### config.mk
export PLATFORM = sky130hd
export DESIGN_NAME = m68k_bus_sequencer_flat
export DESIGN_NICKNAME = d
export VERILOG_FILES = /design/src/rtl/m68k_bus_sequencer_if.sv /design/src/rtl/m68k_bus_sequencer.sv /design/src/flat_wrapper.sv
export SDC_FILE = /design/constraint.sdc
export NUM_CORES = 1
export LEC_CHECK = 0
export CORE_ASPECT_RATIO = 1.4
export CORE_MARGIN = 5
export CORE_UTILIZATION = 25
export CTS_BUF_LIST = sky130_fd_sc_hd__clkbuf_16
export CTS_CLUSTER_SIZE = 20
export DETAILED_ROUTE_END_ITERATION = 10
export PLACE_DENSITY_LB_ADDON = 0.25
export SLEW_MARGIN = 0
export SYNTH_ARGS = -nofsm -noshare
export SYNTH_HDL_FRONTEND = slang
export SYNTH_SLANG_ARGS = --single-unit
### constraint.sdc
create_clock -name sys_clk -period 2.7 [get_ports sys_clk]
set_input_delay 0.54 -clock sys_clk [delete_from_list [all_inputs] [get_ports sys_clk]]
set_output_delay 0.54 -clock sys_clk [all_outputs]
set_load 0.01 [all_outputs]
### src/rtl/m68k_bus_sequencer_if.sv
// Request/response handshakes and 68000 bus pins
// shared by the bus sequencer and its neighbours.
interface m68k_bus_sequencer_if;
  logic        req_valid;
  logic        req_ready;
  logic [23:0] req_addr;
  logic [1:0]  req_size;
  logic        req_read;
  logic [2:0]  req_fc;
  logic [31:0] req_wdata;

  logic        rsp_valid;
  logic        rsp_ready;
  logic [31:0] rsp_rdata;
  logic [1:0]  rsp_status;

  logic        mc_clk_rising;
  logic        mc_clk_falling;
  logic        dtack_n;
  logic        berr_n;
  logic [15:0] din;

  logic [22:0] a_out;
  logic [15:0] d_out;
  logic [2:0]  fc_out;
  logic        abus_oe;
  logic        dbus_oe;
  logic        fc_oe;
  logic        as_oe;
  logic        uds_oe;
  logic        lds_oe;
  logic        rw_oe;
  logic        busy;

  modport master (
    input  req_valid, req_addr, req_size,
    input  req_read, req_fc, req_wdata,
    input  rsp_ready,
    input  mc_clk_rising, mc_clk_falling,
    input  dtack_n, berr_n, din,
    output req_ready,
    output rsp_valid, rsp_rdata, rsp_status,
    output a_out, d_out, fc_out,
    output abus_oe, dbus_oe, fc_oe, as_oe,
    output uds_oe, lds_oe, rw_oe, busy
  );

  modport slave (
    output req_valid, req_addr, req_size,
    output req_read, req_fc, req_wdata,
    output rsp_ready,
    output mc_clk_rising, mc_clk_falling,
    output dtack_n, berr_n, din,
    input  req_ready,
    input  rsp_valid, rsp_rdata, rsp_status,
    input  a_out, d_out, fc_out,
    input  abus_oe, dbus_oe, fc_oe, as_oe,
    input  uds_oe, lds_oe, rw_oe, busy
  );
endinterface

### src/rtl/m68k_bus_sequencer.sv
// Queued 68000 bus cycle sequencer: runs S1..S7 off
// 7M edge strobes, splits longs, reports one response.
module m68k_bus_sequencer #(
  parameter int FIFO_DEPTH     = 4,
  parameter int TIMEOUT_CYCLES = 256
) (
  input logic sys_clk,
  input logic nRESET,
  m68k_bus_sequencer_if.master bus
);
  localparam int AW = $clog2(FIFO_DEPTH);
  localparam int TW = $clog2(TIMEOUT_CYCLES + 1);

  typedef struct packed {
    logic [23:0] addr;
    logic [1:0]  size;
    logic        read;
    logic [2:0]  fc;
    logic [31:0] wdata;
  } req_t;

  typedef enum logic [2:0] {
    IDLE, S1, S2, S3, S4, S56, S7
  } state_t;

  req_t          mem [FIFO_DEPTH];
  logic [AW-1:0] wr_ptr, rd_ptr;
  logic [AW:0]   count;
  req_t          head, cur;
  logic          half;
  logic [TW-1:0] tmo_cnt;
  logic [1:0]    cyc_st;
  logic [31:0]   acc;
  state_t        state, state_nxt;

  logic        push, pop, bad, full, empty;
  logic        term, lane_u, lane_l;
  logic [1:0]  term_st;
  logic [23:0] bus_addr;
  logic [15:0] bus_data;

  assign full  = count == (AW+1)'(FIFO_DEPTH);
  assign empty = count == '0;
  assign head  = mem[rd_ptr];
  assign push  = bus.req_valid && !full;
  assign pop   = state == IDLE && !bus.rsp_valid && !empty;
  assign bad   = head.size == 2'd3 ||
                 (head.size != 2'd0 && head.addr[0]);

  assign bus.req_ready = !full;
  assign bus.busy      = state != IDLE || !empty;
  assign bus.fc_out    = cur.fc;

  assign bus_addr = cur.addr + (half ? 24'd2 : 24'd0);
  assign lane_u   = cur.size != 2'd0 || !cur.addr[0];
  assign lane_l   = cur.size != 2'd0 || cur.addr[0];

  always_comb begin
    bus_data = cur.wdata[31:16];
    unique case (cur.size)
      2'd0:    bus_data = {2{cur.wdata[7:0]}};
      2'd1:    bus_data = cur.wdata[15:0];
      default: bus_data = half ? cur.wdata[15:0]
                               : cur.wdata[31:16];
    endcase
  end

  always_ff @(posedge sys_clk) begin
    if (push) begin
      mem[wr_ptr] <= '{
        addr:  bus.req_addr,
        size:  bus.req_size,
        read:  bus.req_read,
        fc:    bus.req_fc,
        wdata: bus.req_wdata
      };
    end
  end

  always_ff @(posedge sys_clk or negedge nRESET) begin
    if (!nRESET) state <= IDLE;
    else         state <= state_nxt;
  end

  always_comb begin
    state_nxt = state;
    term      = 1'b0;
    term_st   = 2'd0;
    unique case (state)
      IDLE: if (pop && !bad) state_nxt = S1;
      S1:   if (bus.mc_clk_falling) state_nxt = S2;
      S2:   if (bus.mc_clk_rising) state_nxt = S3;
      S3:   if (bus.mc_clk_falling) state_nxt = S4;
      S4: begin
        if (bus.mc_clk_falling) begin
          if (!bus.berr_n) begin
            term    = 1'b1;
            term_st = 2'd1;
          end else if (!bus.dtack_n) begin
            term    = 1'b1;
          end else if (tmo_cnt ==
                       TW'(TIMEOUT_CYCLES - 1)) begin
            term    = 1'b1;
            term_st = 2'd2;
          end
        end
        if (term) state_nxt = S56;
      end
      S56:  if (bus.mc_clk_falling) state_nxt = S7;
      S7: begin
        if (bus.mc_clk_rising) begin
          // second half only for a clean first half
          if (cur.size == 2'd2 && !half &&
              cyc_st == 2'd0)
            state_nxt = S1;
          else
            state_nxt = IDLE;
        end
      end
      default: state_nxt = IDLE;
    endcase
  end

  always_ff @(posedge sys_clk or negedge nRESET) begin
    if (!nRESET) begin
      wr_ptr         <= '0;
      rd_ptr         <= '0;
      count          <= '0;
      cur            <= '0;
      half           <= 1'b0;
      tmo_cnt        <= '0;
      cyc_st         <= 2'd0;
      acc            <= '0;
      bus.rsp_valid  <= 1'b0;
      bus.rsp_status <= 2'd0;
      bus.rsp_rdata  <= '0;
      bus.a_out      <= '0;
      bus.d_out      <= '0;
      bus.abus_oe    <= 1'b0;
      bus.dbus_oe    <= 1'b0;
      bus.fc_oe      <= 1'b0;
      bus.as_oe      <= 1'b0;
      bus.uds_oe     <= 1'b0;
      bus.lds_oe     <= 1'b0;
      bus.rw_oe      <= 1'b0;
    end else begin
      if (push) wr_ptr <= wr_ptr + AW'(1);
      if (pop)  rd_ptr <= rd_ptr + AW'(1);
      count <= count + (AW+1)'(push) - (AW+1)'(pop);
      if (bus.rsp_valid && bus.rsp_ready)
        bus.rsp_valid <= 1'b0;
      unique case (state)
        IDLE: begin
          if (pop && bad) begin
            bus.rsp_valid  <= 1'b1;
            bus.rsp_status <= 2'd3;
            bus.rsp_rdata  <= '0;
          end else if (pop) begin
            cur        <= head;
            half       <= 1'b0;
            acc        <= '0;
            cyc_st     <= 2'd0;
            bus.fc_oe  <= 1'b1;
          end else if (empty) begin
            bus.fc_oe  <= 1'b0;
          end
        end
        S1: if (state_nxt == S2) begin
          bus.abus_oe <= 1'b1;
          bus.a_out   <= bus_addr[23:1];
        end
        S2: if (state_nxt == S3) begin
          bus.as_oe <= 1'b1;
          bus.rw_oe <= !cur.read;
          if (cur.read) begin
            bus.uds_oe <= lane_u;
            bus.lds_oe <= lane_l;
          end
        end
        S3: if (state_nxt == S4) begin
          tmo_cnt <= '0;
          if (!cur.read) begin
            bus.dbus_oe <= 1'b1;
            bus.d_out   <= bus_data;
          end
        end
        S4: begin
          if (bus.mc_clk_rising && !cur.read) begin
            bus.uds_oe <= lane_u;
            bus.lds_oe <= lane_l;
          end
          if (term)
            cyc_st <= term_st;
          else if (bus.mc_clk_falling)
            tmo_cnt <= tmo_cnt + TW'(1);
        end
        S56: if (state_nxt == S7) begin
          bus.as_oe  <= 1'b0;
          bus.uds_oe <= 1'b0;
          bus.lds_oe <= 1'b0;
          if (cur.read && cyc_st == 2'd0) begin
            unique case (cur.size)
              2'd0: acc <= {24'h0, cur.addr[0]
                             ? bus.din[7:0]
                             : bus.din[15:8]};
              2'd1: acc <= {16'h0, bus.din};
              default:
                if (half) acc[15:0]  <= bus.din;
                else      acc[31:16] <= bus.din;
            endcase
          end
        end
        S7: if (bus.mc_clk_rising) begin
          bus.abus_oe <= 1'b0;
          bus.dbus_oe <= 1'b0;
          bus.rw_oe   <= 1'b0;
          if (state_nxt == S1) begin
            half <= 1'b1;
          end else begin
            bus.rsp_valid  <= 1'b1;
            bus.rsp_status <= cyc_st;
            bus.rsp_rdata  <= cyc_st == 2'd0
                              ? acc : 32'h0;
          end
        end
        default: ;
      endcase
    end
  end
endmodule
### src/flat_wrapper.sv
// flat-port wrapper written by rule: the top's interface ports become plain ports
module m68k_bus_sequencer_flat 
#(
  parameter int FIFO_DEPTH     = 4,
  parameter int TIMEOUT_CYCLES = 256
)
  (sys_clk, nRESET, bus_req_valid, bus_req_addr, bus_req_size, bus_req_read, bus_req_fc, bus_req_wdata, bus_rsp_ready, bus_mc_clk_rising, bus_mc_clk_falling, bus_dtack_n, bus_berr_n, bus_din, bus_req_ready, bus_rsp_valid, bus_rsp_rdata, bus_rsp_status, bus_a_out, bus_d_out, bus_fc_out, bus_abus_oe, bus_dbus_oe, bus_fc_oe, bus_as_oe, bus_uds_oe, bus_lds_oe, bus_rw_oe, bus_busy);
  m68k_bus_sequencer_if bus_i ();
  input logic sys_clk;
  input logic nRESET;
  input wire logic [$bits(bus_i.req_valid)-1:0] bus_req_valid;
  input wire logic [$bits(bus_i.req_addr)-1:0] bus_req_addr;
  input wire logic [$bits(bus_i.req_size)-1:0] bus_req_size;
  input wire logic [$bits(bus_i.req_read)-1:0] bus_req_read;
  input wire logic [$bits(bus_i.req_fc)-1:0] bus_req_fc;
  input wire logic [$bits(bus_i.req_wdata)-1:0] bus_req_wdata;
  input wire logic [$bits(bus_i.rsp_ready)-1:0] bus_rsp_ready;
  input wire logic [$bits(bus_i.mc_clk_rising)-1:0] bus_mc_clk_rising;
  input wire logic [$bits(bus_i.mc_clk_falling)-1:0] bus_mc_clk_falling;
  input wire logic [$bits(bus_i.dtack_n)-1:0] bus_dtack_n;
  input wire logic [$bits(bus_i.berr_n)-1:0] bus_berr_n;
  input wire logic [$bits(bus_i.din)-1:0] bus_din;
  output wire logic [$bits(bus_i.req_ready)-1:0] bus_req_ready;
  output wire logic [$bits(bus_i.rsp_valid)-1:0] bus_rsp_valid;
  output wire logic [$bits(bus_i.rsp_rdata)-1:0] bus_rsp_rdata;
  output wire logic [$bits(bus_i.rsp_status)-1:0] bus_rsp_status;
  output wire logic [$bits(bus_i.a_out)-1:0] bus_a_out;
  output wire logic [$bits(bus_i.d_out)-1:0] bus_d_out;
  output wire logic [$bits(bus_i.fc_out)-1:0] bus_fc_out;
  output wire logic [$bits(bus_i.abus_oe)-1:0] bus_abus_oe;
  output wire logic [$bits(bus_i.dbus_oe)-1:0] bus_dbus_oe;
  output wire logic [$bits(bus_i.fc_oe)-1:0] bus_fc_oe;
  output wire logic [$bits(bus_i.as_oe)-1:0] bus_as_oe;
  output wire logic [$bits(bus_i.uds_oe)-1:0] bus_uds_oe;
  output wire logic [$bits(bus_i.lds_oe)-1:0] bus_lds_oe;
  output wire logic [$bits(bus_i.rw_oe)-1:0] bus_rw_oe;
  output wire logic [$bits(bus_i.busy)-1:0] bus_busy;
  assign bus_i.req_valid = bus_req_valid;
  assign bus_i.req_addr = bus_req_addr;
  assign bus_i.req_size = bus_req_size;
  assign bus_i.req_read = bus_req_read;
  assign bus_i.req_fc = bus_req_fc;
  assign bus_i.req_wdata = bus_req_wdata;
  assign bus_i.rsp_ready = bus_rsp_ready;
  assign bus_i.mc_clk_rising = bus_mc_clk_rising;
  assign bus_i.mc_clk_falling = bus_mc_clk_falling;
  assign bus_i.dtack_n = bus_dtack_n;
  assign bus_i.berr_n = bus_berr_n;
  assign bus_i.din = bus_din;
  assign bus_req_ready = bus_i.req_ready;
  assign bus_rsp_valid = bus_i.rsp_valid;
  assign bus_rsp_rdata = bus_i.rsp_rdata;
  assign bus_rsp_status = bus_i.rsp_status;
  assign bus_a_out = bus_i.a_out;
  assign bus_d_out = bus_i.d_out;
  assign bus_fc_out = bus_i.fc_out;
  assign bus_abus_oe = bus_i.abus_oe;
  assign bus_dbus_oe = bus_i.dbus_oe;
  assign bus_fc_oe = bus_i.fc_oe;
  assign bus_as_oe = bus_i.as_oe;
  assign bus_uds_oe = bus_i.uds_oe;
  assign bus_lds_oe = bus_i.lds_oe;
  assign bus_rw_oe = bus_i.rw_oe;
  assign bus_busy = bus_i.busy;
  m68k_bus_sequencer #(.FIFO_DEPTH(FIFO_DEPTH), .TIMEOUT_CYCLES(TIMEOUT_CYCLES)) u_core (.sys_clk(sys_clk), .nRESET(nRESET), .bus(bus_i));
endmodule
# == Word level (Yosys, flattened, before mapping) ==
# Memories as Yosys holds them, arrays and structs flattened.
# Index checks and enable logic that the tools add are counted.
# W data, S select, Z words.
# classes
div_mod_pow,0
n_shift,0
addsub,6
multipliers,0
n_eq_ne,35
magnitude_cmp,0
n_bitwise,2
reduce_logical,54
mux,81
# op_table
op,count
$mux W32,8
$pmux W32 S2,3
$mux W16,3
$mux W1,32
$pmux W16 S2,1
$mux W9,3
$add A24 B24 Y24,1
$mux W2,11
$reduce_bool A2 Y1,11
$mux W3,7
$pmux W3 S7,1
$ne A2 B1 Y1 const B,10
$eq A3 B3 Y1 const B,6
$pmux W9 S2,1
$reduce_and A3 Y1,6
$reduce_and A4 Y1,4
$ne A2 B2 Y1 const B,7
$eq A3 B2 Y1 const B,4
$pmux W1 S2,6
$reduce_and A6 Y1,2
$logic_and A1 B1 Y1,11
$reduce_and A5 Y1,2
$add A9 B1 Y9 const B,1
$eq A9 B8 Y1 const B,1
other kinds (18),36
# word_totals
input_bits,86
rom_bits,0
ramBits,248
latch_bits,0
out_inout_bits,86
mem_count,1
register_bits,197
# memory_table
name,words,width,read_ports,rd_ports_with_merged_regs,wr,line,source
u_core.mem,4,62,1,0,1,m68k_bus_sequencer.sv:26,req_t mem [FIFO_DEPTH];

# == Logic depth before layout (Yosys ltp) ==
# depth
word_depth,12
mapped_depth,10
mapped_depth_nobuf,9

# == Least setup slack after synthesis ==
# Ideal clock, no wire load.
# synth_timing
kind,reg2reg
from,register u_core.count[1]
to,"memory u_core.mem[0][0] in the netlist's numbering, enable pin"
arrival_time_ps,2137
n_path_buf,0
path_slack_ps,136
synth_period_minus_slack_ps,2564
required_time_ps,2273
path_stages_with_launch,4
path_cell_list,dfrtp_1 nor2_1 nand2_1 and3_1
# synth_between
elab_chain_cells,5
# synth_rtl
element,line,source
start: declaration,m68k_bus_sequencer.sv:28,logic [AW:0] count;
start signal: assignment,m68k_bus_sequencer.sv:149,count <= count + (AW+1)'(push) - (AW+1)'(pop);
$eq A3 B3 Y1,m68k_bus_sequencer.sv:42,assign full = count == (AW+1)'(FIFO_DEPTH);
$logic_not A1 Y1,n/a,
named net bus_req_ready,flat_wrapper.sv:23,output wire logic [$bits(bus_i.req_ready)-1:0] bus_req_ready;
$logic_and A1 B1 Y1,m68k_bus_sequencer.sv:45,assign push = bus.req_valid && !full;
$mux W1,m68k_bus_sequencer.sv:69,if (push) begin
$mux W1 (not written as such),m68k_bus_sequencer.sv:70,mem[wr_ptr] <= '{
end: declaration,m68k_bus_sequencer.sv:26,
# The timed path passes the listed nets, and every way through them passes these cells.

# == Final worst setup path ==
# layout_timing
from,register u_core.tmo_cnt[2]
to,register u_core.bus.rsp_rdata[6]
# layout_between
elab_chain_cells,11
# layout_rtl
element,line,source
start: declaration,m68k_bus_sequencer.sv:31,logic [TW-1:0] tmo_cnt;
start signal: assignment,m68k_bus_sequencer.sv:195,tmo_cnt <= tmo_cnt + TW'(1);
$eq A9 B8 Y1,m68k_bus_sequencer.sv:101,end else if (tmo_cnt ==
$mux W1,m68k_bus_sequencer.sv:101,
$mux W1,m68k_bus_sequencer.sv:99,end else if (!bus.dtack_n) begin
$mux W1,m68k_bus_sequencer.sv:96,if (!bus.berr_n) begin
$mux W1,m68k_bus_sequencer.sv:95,if (bus.mc_clk_falling) begin
$mux W1,m68k_bus_sequencer.sv:89,unique case (state)
$mux W3,m68k_bus_sequencer.sv:107,if (term) state_nxt = S56;
$pmux W3 S7,m68k_bus_sequencer.sv:89,
$eq A3 B1 Y1,m68k_bus_sequencer.sv:217,if (state_nxt == S1) begin
$ne A2 B2 Y1 (no source line),n/a,
$reduce_and A4 Y1 (no source line),n/a,
end signal: assignment,m68k_bus_sequencer.sv:222,bus.rsp_rdata <= cyc_st == 2'd0
end: declaration,m68k_bus_sequencer_if.sv:42,"output rsp_valid, rsp_rdata, rsp_status,"
# No other way between the ends. The select of a mux whose other input is x is not followed.
# A chain may end at the register's enable or synchronous reset.

==> results.txt <==
clock sink count -> 445
number of fill cells -> 6,982
critical path type -> flop to flop
pwr dens -> 1080 mW/mm^2
placed cell count -> 2,245
Yosys top cell area share -> 42.4%
Die Span Y -> 324 um
initial core utilization -> 25.1%
R2R cell count -> 10
Max-slew headroom -> 26.0%
routed vias/inst -> 4.27
number of synthesized register bits -> 445
worst-path maximum fanout -> 35
yosys warns -> 0
crit share post-route -> 94.2%
Die W -> 234 um
CP max stage cell -> dfrtp_1
syn_area_per_cell -> 15.2 um^2
GRT Overall Usage -> 11.5%
Cell Area, Synth -> 0.0176 mm^2
RSZ-0062 raised after global routing -> true
later-pin clock latency in the skew report -> 0.60 ns
first-pass iteration count of the detailed router -> 4
Pleak -> 8.40 nW
Worst-path clk slew -> 0.06 ns
Post-Layout Cell Count -> 2,337
Clock Tree Buf Depth -> 3
WL final -> 43.7 mm
crit-path cells -> and4_1 > and2_1 > and3_1 > ha_1 > nand3b_1 > a32oi_2 > nand4_1 > a21boi_2 > buf_12 > a22o_1
FFs w/ async S/R, synth -> 44.3%
WP data required -> 3.15 ns
GP Congestion -> 0.768
row cnt -> 115
sequential-to-total area share from yosys stat -> 70.4%
number of synthesized flops with an enable pin -> 248
combinational power share -> 31.1%
post-synth net total -> 1,253
CTS tree -> built
Sw Ratio -> 32.3%
Mapped Cells -> 1,156
clock skew -> 0.0265 ns
status -> completed
Die ar. -> 0.0758 mm^2
Vias -> 9,972
power share of the clock group -> 26.3%
CTS Buf Count -> 46
number of antenna-violating nets in the routed design -> 0
Peak Freq -> 393 MHz
CP max stage delay -> 0.41 ns
min Tclk post-route -> 2.54 ns
Avg WL per Cell -> 18.7 um
ys flop type -> edfxtp_1
wire length of the first global-routing pass -> 66.5 mm
fin nets -> 1,455
largest net degree at the start of global routing -> 66
# IOs -> 172
initial antenna violation count -> 10
Slew @ Worst Pin -> 1.10 ns
Yosys top cell by area -> edfxtp_1
H-tree depth -> 2
area grow syn2layout -> 26.7%
Synth area leaders -> edfxtp_1, dfrtp_1, mux4_2
Starting DRT DRC Count -> 431
CTS Root Cell -> clkbuf_16
P_int -> 16.2 mW
WP data arrival -> 3.00 ns
Slew Limit Fails -> 0
Min-Delay Path Class -> flop to flop
Tot Pwr -> 23.9 mW
Core ar. -> 0.0699 mm^2
hold path cells -> 2
P_sw -> 7.74 mW
Detail Placement HPWL -> 29.4 mm
worst vdd ir -> 469 uV
post-synthesis cell type count -> 52
gr ovfl total -> 0
count of final hold-check violations -> 0
setup violators final -> 0
vias in the first global route -> 10,600
type of origin of the critical path -> flop
DR DRC count -> 0
layout cell share with drive strength beyond 1 -> 15.7%
CP Capture Type -> flop
IO Port Bufs -> 171
Flop pwr share -> 42.5%
total of max-cap violations -> 0
[synth_stat cells, drive strengths merged, types with 2 or more instances]
| cell type | count |
|---|---|
| nor3 | 24 |
| inv | 20 |
| xnor2 | 18 |
| and2 | 7 |
| a32oi | 2 |
| nand3 | 12 |
| o2bb2ai | 10 |
| buf | 21 |
| a41oi | 2 |
| nand4 | 10 |
| o22ai | 2 |
| nor2 | 42 |
| mux2i | 24 |
| dfrtp | 197 |
| ha | 10 |
| clkbuf | 39 |
| and4 | 4 |
| o21ai | 41 |
| nor2b | 6 |
| o21a | 2 |
| edfxtp | 248 |
| a22o | 56 |
| nand3b | 2 |
| mux2 | 24 |
| o31ai | 3 |
| nand2b | 4 |
| a21o | 4 |
| a21oi | 31 |
| mux4 | 62 |
| xor2 | 14 |
| and3 | 7 |
| or2 | 2 |
| nand2 | 194 |
[cells in the final DEF, fill, tap and decap left out, drive strengths merged, types with 3 or more instances in the layout]
cell / count
edfxtp: 248
dfrtp: 197
nand2: 194
clkdlybuf4s50: 169
mux4: 62
a22o: 56
clkbuf: 47
nor2: 42
buf: 42
o21ai: 41
inv: 31
a21oi: 31
mux2: 24
mux2i: 24
nor3: 24
clkinv: 20
xnor2: 18
xor2: 14
nand3: 12
nand4: 10
o2bb2ai: 10
ha: 10
and2: 7
and3: 7
nor2b: 6
diode: 5
bufinv: 5
and4: 4
a21o: 4
clkinvlp: 4
nand2b: 4
o31ai: 3
[final timing paths]
path | startpoint | to | slack, ns
worst max-delay path | u_core.tmo_cnt[2] | u_core.bus.rsp_rdata[6] | 0.16
worst min-delay path | u_core.tmo_cnt[8] | u_core.tmo_cnt[8] | 0.48
worst max register to register | u_core.tmo_cnt[2] | u_core.bus.rsp_rdata[6] | 0.16
worst min register to register | u_core.tmo_cnt[8] | u_core.tmo_cnt[8] | 0.48
max in group asynchronous | nRESET | u_core.bus.rsp_rdata[11] | 1.45
min in group asynchronous | nRESET | u_core.bus.a_out[14] | 0.52
[worst max-delay path: cells and delay by family, from the launching register on]
kind	cells	cell delay, ns
buffers and inverters	1	0.17
flip-flops	1	0.41
AO/OA/AOI/OAI	3	0.67
adder cells (fa/ha/maj)	1	0.20
AND/OR/NAND/NOR	5	0.95
[per-stage QoR]
step           utilization, %  hold slack [ns]  setup WS [ns]  instance area (um^2)  setup TNS, ns
6_report                 31.8            0.478          0.158                 22300              0
2_1_floorplan               -            0.244          0.136                 17600              0
4_1_cts                  31.8            0.488         0.0521                 22200              0
3_3_place_gp             29.6            0.466          0.168                 20700              0
5_1_grt                  31.8            0.515        -0.0109                 22300        -0.0109
3_5_place_dp             29.6            0.474         0.0551                 20700              0
[power by group through the flow]
stage                     sequential, mW  combinational [mW]  clock [mW]
after floorplan                     10.1                4.63           0
after global placement              10.3                7.64           0
after detailed placement            10.4                7.68           0
after CTS                           10.2                7.73        6.56
after global routing                10.4                8.27        6.80
final                               10.2                7.46        6.30
[registers in the layout, indices dropped and copies added, names as in the netlist, 3 cells and up]
name                  cells
u_core.acc               32
u_core.bus.a_out         23
u_core.bus.d_out         16
u_core.bus.fc_out         3
u_core.bus.rsp_rdata     32
u_core.count              3
u_core.cur               59
u_core.mem              248
u_core.state              3
u_core.tmo_cnt            9
[cell type report]
cell class	instances	area [um^2]	share of cell area (%)
Sequential cell	445	12400	55.6
Multi-Input combinational cell	631	4900	22.0
Timing Repair Buffer	214	2220	9.96
Tap cell	936	1170	5.26
Clock buffer	46	1150	5.17
Clock inverter	40	362	1.62
Inverter	20	75.1	0.337
Antenna cell	5	12.5	0.0562
[cells by family (layout without fill, tap and decap cells)]
family | Yosys count | after routing | synth area share (%)
xor+xnor | 32 | 32 | 1.59
other cells | 0 | 5 | 0
mux | 110 | 110 | 10.9
flops | 445 | 445 | 70.4
buf+inv | 80 | 320 | 2.00
simple gates | 320 | 320 | 8.02
fa+ha+maj | 12 | 12 | 0.890
compound gates | 157 | 157 | 6.21
[layer usage]
layer / vias up / wire (um) / global-route usage (%)
li1: 4706 / - / -
met4: 8 / 1100 / 3.54
met1: 4982 / 18300 / 14.3
met3: 76 / 2470 / 2.90
met5: - / 55 / 0
met2: 200 / 21700 / 19.6
[repair_timing]
item                                   CTS  global route
buffers inserted                         0             0
hold buffers                             1             0
setup endpoints to repair                1            33
gates resized for setup                  2             2
pin swaps                                0             0
endpoints found under the hold margin   60             0
Power figures use the tool's default switching activity.
